## config.mk

```make
export PLATFORM = sky130hd
export DESIGN_NAME = dmem_ctrl
export DESIGN_NICKNAME = d
export VERILOG_FILES = /design/src/rtl/dmem_pkg.sv /design/src/rtl/load_align.sv /design/src/rtl/dmem_ctrl.sv
export SDC_FILE = /design/constraint.sdc
export NUM_CORES = 1
export LEC_CHECK = 0
export ABC_CLOCK_PERIOD_IN_PS = 4400
export CORE_MARGIN = 2
export CORE_UTILIZATION = 46
export CTS_CLUSTER_DIAMETER = 40
export DETAILED_ROUTE_END_ITERATION = 6
export GPL_TIMING_DRIVEN = 0
export PLACE_DENSITY = 0.87
export SLEW_MARGIN = 20
export SYNTH_ARGS = -nofsm -noshare
export SYNTH_HDL_FRONTEND = slang
export SYNTH_SLANG_ARGS = --single-unit
```

## constraint.sdc

```tcl
create_clock -name clk -period 4.4 [get_ports clk]
set_input_delay 0.88 -clock clk [delete_from_list [all_inputs] [get_ports clk]]
set_output_delay 0.88 -clock clk [all_outputs]
set_load 0.01 [all_outputs]
```

## src/rtl/dmem_pkg.sv

```systemverilog
// Shared encodings for the data-memory controller: access sizes, response causes,
// FSM states and the byte-lane enable helper.
package dmem_pkg;

    typedef enum logic [1:0] {
        SZ_BYTE = 2'd0,
        SZ_HALF = 2'd1,
        SZ_WORD = 2'd2,
        SZ_ILL  = 2'd3
    } size_e;

    typedef enum logic [1:0] {
        CAUSE_OK       = 2'd0,
        CAUSE_MISALIGN = 2'd1,
        CAUSE_UNMAPPED = 2'd2,
        CAUSE_TIMEOUT  = 2'd3
    } cause_e;

    typedef enum logic [1:0] {
        IDLE    = 2'd0,
        RSP     = 2'd1,
        IO_WAIT = 2'd2,
        IO_RSP  = 2'd3
    } state_e;

    function automatic logic [3:0] lane_en(input logic [1:0] size, input logic [1:0] off);
        case (size)
            SZ_BYTE: return 4'b0001 << off;
            SZ_HALF: return 4'b0011 << off;
            default: return 4'b1111;
        endcase
    endfunction

endpackage

```

## src/rtl/load_align.sv

```systemverilog
// Moves the addressed byte/half of a 32-bit word down to bit 0 and extends it.
module load_align
    import dmem_pkg::*;
(
    input  logic [31:0] data,
    input  logic [1:0]  size,
    input  logic [1:0]  off,
    input  logic        sgn,
    output logic [31:0] result
);

    logic [31:0] shifted;

    always_comb begin
        shifted = data >> {off, 3'b000};
        case (size)
            SZ_BYTE: result = {{24{sgn & shifted[7]}}, shifted[7:0]};
            SZ_HALF: result = {{16{sgn & shifted[15]}}, shifted[15:0]};
            default: result = shifted;
        endcase
    end

endmodule

```

## src/rtl/dmem_ctrl.sv

```systemverilog
// Load/store front end that splits CPU data accesses between a single-cycle RAM
// and a handshaked IO window, with alignment, decode and IO timeout faults.
module dmem_ctrl
    import dmem_pkg::*;
#(
    parameter int          RAM_ADDR_W = 14,
    parameter int          IO_ADDR_W  = 8,
    parameter logic [31:0] IO_BASE    = 32'h8000_0000,
    parameter int          IO_TIMEOUT = 15
) (
    input  logic                  clk,
    input  logic                  resetb,
    input  logic                  req_valid,
    output logic                  req_ready,
    input  logic [31:0]           req_addr,
    input  logic                  req_we,
    input  logic [1:0]            req_size,
    input  logic                  req_signed,
    input  logic [31:0]           req_wdata,
    output logic                  rsp_valid,
    output logic [31:0]           rsp_rdata,
    output logic [1:0]            rsp_cause,
    output logic                  ram_en,
    output logic [3:0]            ram_we,
    output logic [RAM_ADDR_W-1:0] ram_addr,
    output logic [31:0]           ram_wdata,
    input  logic [31:0]           ram_rdata,
    output logic                  io_en,
    output logic                  io_we,
    output logic [3:0]            io_be,
    output logic [IO_ADDR_W-1:0]  io_addr,
    output logic [31:0]           io_wdata,
    input  logic [31:0]           io_rdata,
    input  logic                  io_ready
);

    localparam logic [32:0] RAM_LIMIT = 33'd1 << (RAM_ADDR_W + 2);
    localparam logic [32:0] IO_SPAN   = 33'd1 << IO_ADDR_W;
    localparam logic [7:0]  TMO_LAST  = 8'(IO_TIMEOUT - 1);

    state_e      state, state_nxt;
    cause_e      acc_cause, r_cause;
    logic        fire, misaligned, is_ram, is_io, io_go, tmo_hit;
    logic [31:0] io_off, wdata_rep, align_src, aligned, io_data;
    logic [3:0]  lanes;
    logic [1:0]  r_size, r_off;
    logic        r_signed, r_we;
    logic [7:0]  wait_cnt;

    assign req_ready = resetb && (state != IO_WAIT);
    assign fire      = req_valid && req_ready;
    assign lanes     = lane_en(req_size, req_addr[1:0]);
    assign io_off    = req_addr - IO_BASE;
    assign is_ram    = {1'b0, req_addr} < RAM_LIMIT;
    assign is_io     = (req_addr >= IO_BASE) && ({1'b0, io_off} < IO_SPAN);
    assign tmo_hit   = (state == IO_WAIT) && !io_ready && (wait_cnt == TMO_LAST);

    // Alignment is judged before decode so a misaligned unmapped access reports cause 1.
    always_comb begin
        case (req_size)
            SZ_HALF: misaligned = req_addr[0];
            SZ_WORD: misaligned = |req_addr[1:0];
            SZ_ILL:  misaligned = 1'b1;
            default: misaligned = 1'b0;
        endcase
        if (misaligned)
            acc_cause = CAUSE_MISALIGN;
        else if (!is_ram && !is_io)
            acc_cause = CAUSE_UNMAPPED;
        else
            acc_cause = CAUSE_OK;
        case (req_size)
            SZ_BYTE: wdata_rep = {4{req_wdata[7:0]}};
            SZ_HALF: wdata_rep = {2{req_wdata[15:0]}};
            default: wdata_rep = req_wdata;
        endcase
    end

    assign ram_en    = fire && (acc_cause == CAUSE_OK) && is_ram;
    assign io_go     = fire && (acc_cause == CAUSE_OK) && !is_ram;
    assign ram_we    = ram_en ? (lanes & {4{req_we}}) : 4'b0000;
    assign ram_addr  = req_addr[RAM_ADDR_W+1:2];
    assign ram_wdata = wdata_rep;

    always_comb begin
        state_nxt = IDLE;
        case (state)
            IO_WAIT: state_nxt = (io_ready || wait_cnt == TMO_LAST) ? IO_RSP : IO_WAIT;
            default: begin
                if (fire)
                    state_nxt = io_go ? IO_WAIT : RSP;
            end
        endcase
    end

    always_ff @(posedge clk or negedge resetb) begin
        if (!resetb)
            state <= IDLE;
        else
            state <= state_nxt;
    end

    always_ff @(posedge clk or negedge resetb) begin
        if (!resetb) begin
            r_size   <= 2'd0;
            r_off    <= 2'd0;
            r_signed <= 1'b0;
            r_we     <= 1'b0;
            r_cause  <= CAUSE_OK;
        end else if (fire) begin
            r_size   <= req_size;
            r_off    <= req_addr[1:0];
            r_signed <= req_signed;
            r_we     <= req_we;
            r_cause  <= acc_cause;
        end else if (tmo_hit) begin
            r_cause  <= CAUSE_TIMEOUT;
        end
    end

    // The IO bus sees a registered copy of the request, held until the access ends.
    always_ff @(posedge clk or negedge resetb) begin
        if (!resetb) begin
            io_en    <= 1'b0;
            io_we    <= 1'b0;
            io_be    <= 4'b0000;
            io_addr  <= '0;
            io_wdata <= 32'd0;
            io_data  <= 32'd0;
            wait_cnt <= 8'd0;
        end else if (io_go) begin
            io_en    <= 1'b1;
            io_we    <= req_we;
            io_be    <= lanes;
            io_addr  <= io_off[IO_ADDR_W-1:0];
            io_wdata <= wdata_rep;
            wait_cnt <= 8'd0;
        end else if (state == IO_WAIT) begin
            if (io_ready) begin
                io_data <= io_rdata;
                io_en   <= 1'b0;
            end else if (wait_cnt == TMO_LAST) begin
                io_en   <= 1'b0;
            end else begin
                wait_cnt <= wait_cnt + 8'd1;
            end
        end
    end

    assign align_src = (state == IO_RSP) ? io_data : ram_rdata;

    load_align u_load_align (
        .data   (align_src),
        .size   (r_size),
        .off    (r_off),
        .sgn    (r_signed),
        .result (aligned)
    );

    assign rsp_valid = (state == RSP) || (state == IO_RSP);
    assign rsp_cause = rsp_valid ? r_cause : CAUSE_OK;
    assign rsp_rdata = (rsp_valid && r_cause == CAUSE_OK && !r_we) ? aligned : 32'd0;

endmodule

```

Yosys cells after proc, flatten, opt, wreduce, memory -nomap -nowiden
Cells that the tools add are included.

storage, ports and cells
  bits in registers = 96
  output and inout bits = 133
  logic and storage cells = 88

operators by class
  add/sub/neg operators = 2
  order comparisons = 3
  equal/unequal tests = 11
  shift-type cells = 3
  multiplexer cells = 24
  bitwise logic cells = 4
  reduce and logical (&&, ||, !) cells = 28

operator list
  kind                      number
  $pmux W32 S2              2
  $mux W32                  2
  $ge A32 B32 Y1 const B    1
  $lt A32 B17 Y1 const B    1
  $lt A32 B9 Y1 const B     1
  $mux W8                   4
  $shr A32 B5 Y32           1
  $sub A32 B32 Y32 const B  1
  $mux W2                   8
  $logic_and A1 B1 Y1       11
  $add A8 B1 Y8 const B     1
  $eq A2 B2 Y1 const B      4
  $eq A8 B4 Y1 const B      1
  $logic_not A2 Y1          4
  $pmux W4 S2               1
  $eq A2 B1 Y1 const B      3
  $reduce_and A3 Y1         2
  $mux W1                   5
  $and A4 B4 Y4             1
  $logic_not A1 Y1          4
  $mux W4                   1
  $ne A2 B2 Y1 const B      2
  $reduce_bool A2 Y1        2
  $shl A1 B2 Y4 const A     1
  9 further kinds           11

Longest topological paths before layout
  depth in word-level cells = 13
  depth in mapped cells = 8
  depth with buffers taken out = 6

Hierarchy
Synthesis repeated with hierarchy kept, for this count alone.

second synthesis, totals
  cell total of the unflattened synthesis = 520
  area, all modules = 5839.4 µm²

by module, submodules not included
  module      instances  cells each  area an instance (µm²)  sequential area each (µm²)
  dmem_ctrl   1          414         5031.1                  2402.3
  load_align  1          106         808.3                   0.0

Worst setup path after synthesis
OpenSTA, ideal clock, no wires.

  kind = input to output
  start = in ram_rdata[31]
  end = out rsp_rdata[13]
  data arrival time = 2.024 ns
  path slack = 1.496 ns
  cell stages on the path = 5
  buffers on the path = 1
  cells stage by stage = mux2_2 > mux4_2 > nand3_4 > buf_6 > o21ai_0

between the ends
  longest elaborated chain between the ends = 5

ends and longest elaborated chain
  item                RTL line          text
  start: declaration  dmem_ctrl.sv:27   input logic [31:0] ram_rdata,
  $mux W32            dmem_ctrl.sv:150  assign align_src = (state == IO_RSP) ? io_data : ram_rdata;
  $shr A32 B5 Y32     load_align.sv:15  shifted = data >> {off, 3'b000};
  $and A1 B1 Y1       load_align.sv:17  SZ_BYTE: result = {{24{sgn & shifted[7]}}, shifted[7:0]};
  $pmux W32 S2        load_align.sv:16  case (size)
  $mux W32            dmem_ctrl.sv:162  assign rsp_rdata = (rsp_valid && r_cause == CAUSE_OK && !r_we) ? aligned : 32'd0;
  end: declaration    dmem_ctrl.sv:21   output logic [31:0] rsp_rdata,

Every way passes these cells.

Worst setup path after layout
  start = in resetb
  end = out ram_we[2]

between the ends
  longest elaborated chain between the ends = 5

ends and longest elaborated chain
  item                              RTL line         text
  start: declaration                dmem_ctrl.sv:12  input logic resetb,
  $logic_and A1 B1 Y1               dmem_ctrl.sv:50  assign req_ready = resetb && (state != IO_WAIT);
  $logic_and A1 B1 Y1               dmem_ctrl.sv:51  assign fire = req_valid && req_ready;
  $logic_and A1 B1 Y1 (2 in a row)  dmem_ctrl.sv:79  assign ram_en = fire && (acc_cause == CAUSE_OK) && is_ram;
  $mux W4                           dmem_ctrl.sv:81  assign ram_we = ram_en ? (lanes & {4{req_we}}) : 4'b0000;
  end: declaration                  dmem_ctrl.sv:24  output logic [3:0] ram_we,

Every way passes these cells.

==> out/qor.yml <==
status:
  outcome: "finished, final reports clean"
routing:
  dr.pass1.iters: 5
  drt-total-wl_um: 21500
  avgRoutedWirePerCell_um: 22.1
  drtIter0Drc: 400
  vias: 5483
  postRouteAntennaNets: 0
  drc: 0
  vias_per_cell: 5.64
timing:
  setup_viol_count_final: 0
  period_minus_slack_ns: 4.11
  setup-tns-final_ns: 0
  slew_headroom_pct: 46.3
  worst_pin_slew_ns: 0.797
  finalCritPeriodShare_pct: 93.4
  rsz0062_at_grt: "false"
  timing.final.max_slew_violations: 0
  hold_violations: 0
  max_freq_ghz: 0.243
  fin_skew_ns: 0.00572
pwr:
  leakage_nw: 3.97
  switchingPower_w: 0.000673
  intPower_w: 0.00182
  ir_drop_v: 0.000180
  seqPwrFrac_pct: 42.1
  power_density_nw_per_um2: 269
  power_w: 0.00249
  switching_share_pct: 27.0
  comb_power_share_pct: 24.5
  p_clk_share_pct: 33.4
cells_and_area:
  drive_gt1_share_pct: 24.9
  regArea_um2: 2400
  multiInputGateArea_um2: 3230
  fin_cells: 972
  final_net_count: 934
  n_fill_cell: 879
  area_growth_pct: 53.8
cts:
  hold_buffers: 0
  clkSlewWorstSetupHoldPaths_ns: 0.06
  tritoncts: "yes"
  clk_latency_ns: 0.34
  cts-root-buf: "clkbuf_16"
  cts_max_path_buffers: 2
  cts_sinks: 96
  post_cts.repair.setup_buffers: 0
  cts-htree-levels: 3
  cts_buffers: 9
  cts_resized: 0
floorplan:
  num_rows: 41
  dieArea_um2: 14000
  initial_core_util_pct: 47.5
  chipHeight_um: 118
  core-area_um2: 12700
  io_pins: 269
  fp.dieW_um: 118
critical_path:
  start_kind: "input port"
  cp.arrival_ns: 3.23
  crit_type: "in -> out"
  critPathTopFamily: "buffers and inverters"
  cp-end-kind: "output pin"
  crit_slowest_cell: "clkdlybuf4s50_1"
  cp_max_fo: 77
  crit_buf_inv: 4
  cp.required_ns: 3.52
  max_stage_delay_ns: 0.62
  cp_cell_sequence: "buf_6 -> buf_16 -> and3_1 -> clkbuf_1 -> nand4_1 -> nor2_1 -> clkdlybuf4s50_1"
synthesis:
  synth_top_area_share_pct: 39.9
  synth_warnings: 0
  synth-edff-count: 0
  syn_nets: 654
  yosysUniqueCellTypes: 52
  yosysSeqAreaShare_pct: 39.9
  yosysMostFrequentCell: "dfrtp_1"
  synth.area.top_cells: "dfrtp_1 (40%), mux2_2 (13%), mux2_4 (9.0%)"
  ys_ff_latch: 96
  synthCells: 516
  syn_avg_cell_area_um2: 11.7
  synthArstFlopShare_pct: 100
  yosys-top-cells-count: "dfrtp_1 (96), mux2_2 (71), nand2_1 (41), mux2_4 (36), mux2i_1 (27)"
  synth_top_cell_by_area: "dfrtp_1"
  synthFlopType: "dfrtp_1"
  syn_area_um2: 6020
global_routing:
  grt.overflow.total: 0
  grt_pass1_wl_um: 33200
  first_global_vias: 5900
  grt_max_degree: 78
  track_usage_pct: 30.7
  antenna_found_initial: 1
flow_run:
  cap_viol_max_count: 0
placed_design:
  hpwl_um: 16600
  portBuffers: 268
  placed_cells: 957
  gp_routability_congestion: 0.922
hold_path:
  min_path_type: "in -> async"
-- routing by layer --
| layer | share of wire [%] | global-route usage, % |
|---|---|---|
| met3 | 7.9 | 7.05 |
| met1 | 38 | 36.1 |
| met2 | 51 | 54.4 |
| met5 | 0 | 0 |
| met4 | 3.2 | 11.3 |
-- area by class of cell --
type | instances | share of cell area, %
Antenna cell | 1 | 0.0270
Buffer | 55 | 4.06
Clock buffer | 11 | 2.51
Clock inverter | 3 | 0.744
Inverter | 5 | 0.203
Multi-Input combinational cell | 360 | 34.9
Sequential cell | 96 | 26.0
Tap cell | 172 | 2.33
Timing Repair Buffer | 269 | 29.3
-- flip-flops by register name (all words and copies together) (netlist names) --
register and flops:
r_cause 2, io_be 4, io_we 1, r_off 2
r_size 2, io_wdata 32, r_signed 1, r_we 1
io_data 32, wait_cnt 8, io_addr 8, state 2
io_en 1
-- power by group through the flow --
stage          Combinational [W]  Sequential (W)  Clock (W)
6_report                0.000610         0.00105   0.000831
5_1_grt                 0.000653         0.00106   0.000883
4_1_cts                 0.000609         0.00105   0.000839
3_5_place_dp            0.000604         0.00106          0
3_3_place_gp            0.000586         0.00106          0
2_1_floorplan           0.000308         0.00103          0
-- layout by cell type (no fill, tap or decap), types with 5 or more instances in the layout --
cell             Yosys  routed
a21bo_2              8       8
a21oi_1             17      17
a221oi_1             7       7
and2_1               5       5
buf_1                6       5
buf_2                8       8
buf_4               24      24
buf_6                9      10
clkbuf_1             8      10
clkbuf_16            0       9
clkdlybuf4s50_1      0     267
dfrtp_1             96      96
inv_1                5       5
mux2_2              71      71
mux2_4              36      36
mux2i_1             27      27
mux4_2              16      16
nand2_1             41      41
nand3_1             21      21
nor2_1              26      26
nor2b_1              5       5
nor4_1               5       5
o211ai_1             9       9
o21ai_0             21      21
-- final timing paths --
check / to / slack (ns) / start / depth (start not counted)
max: ram_we[2] / 0.29 / resetb / 7
min: io_data[28] / 0.39 / resetb / 1
max reg2reg: io_data[13] / 2.18 / state[1] / 5
min reg2reg: io_en / 0.48 / io_en / 1
max in group asynchronous: wait_cnt[2] / 3.36 / resetb / 2
min in group clk: io_en / 0.48 / io_en / 1
-- worst register-to-register path, delay by kind of cell (launching register included) --
family                 cells  cell delay, ns
multiplexers               1            0.42
buffers and inverters      2            0.84
flip-flops                 1            0.41
AND/OR/NAND/NOR            2            0.44
-- cells by family after synthesis --
logic type                 after synthesis  synth area share (%)
muxes                                  150                  32.8
and+or+nand+nor                        133                  11.8
AOI/OAI and AO/OA                       71                  7.95
buffers and inverters                   60                  6.53
DFF                                     96                  39.9
adders and majority gates                2                 0.416
xor gates and xnor gates                 4                 0.582
-- per-stage QoR --
stage          setup slack (ns)  util, %  instance area, µm²  hold WS, ns
2_1_floorplan              1.50        -                6020        0.462
3_3_place_gp              -3.10     70.3                8910        0.467
3_5_place_dp              0.198     70.6                8940        0.469
4_1_cts                   0.199     73.0                9240        0.388
5_1_grt                  0.0807     73.0                9250        0.397
6_report                  0.290     73.0                9250        0.387
No activity file was read; power rests on OpenSTA's default activity.
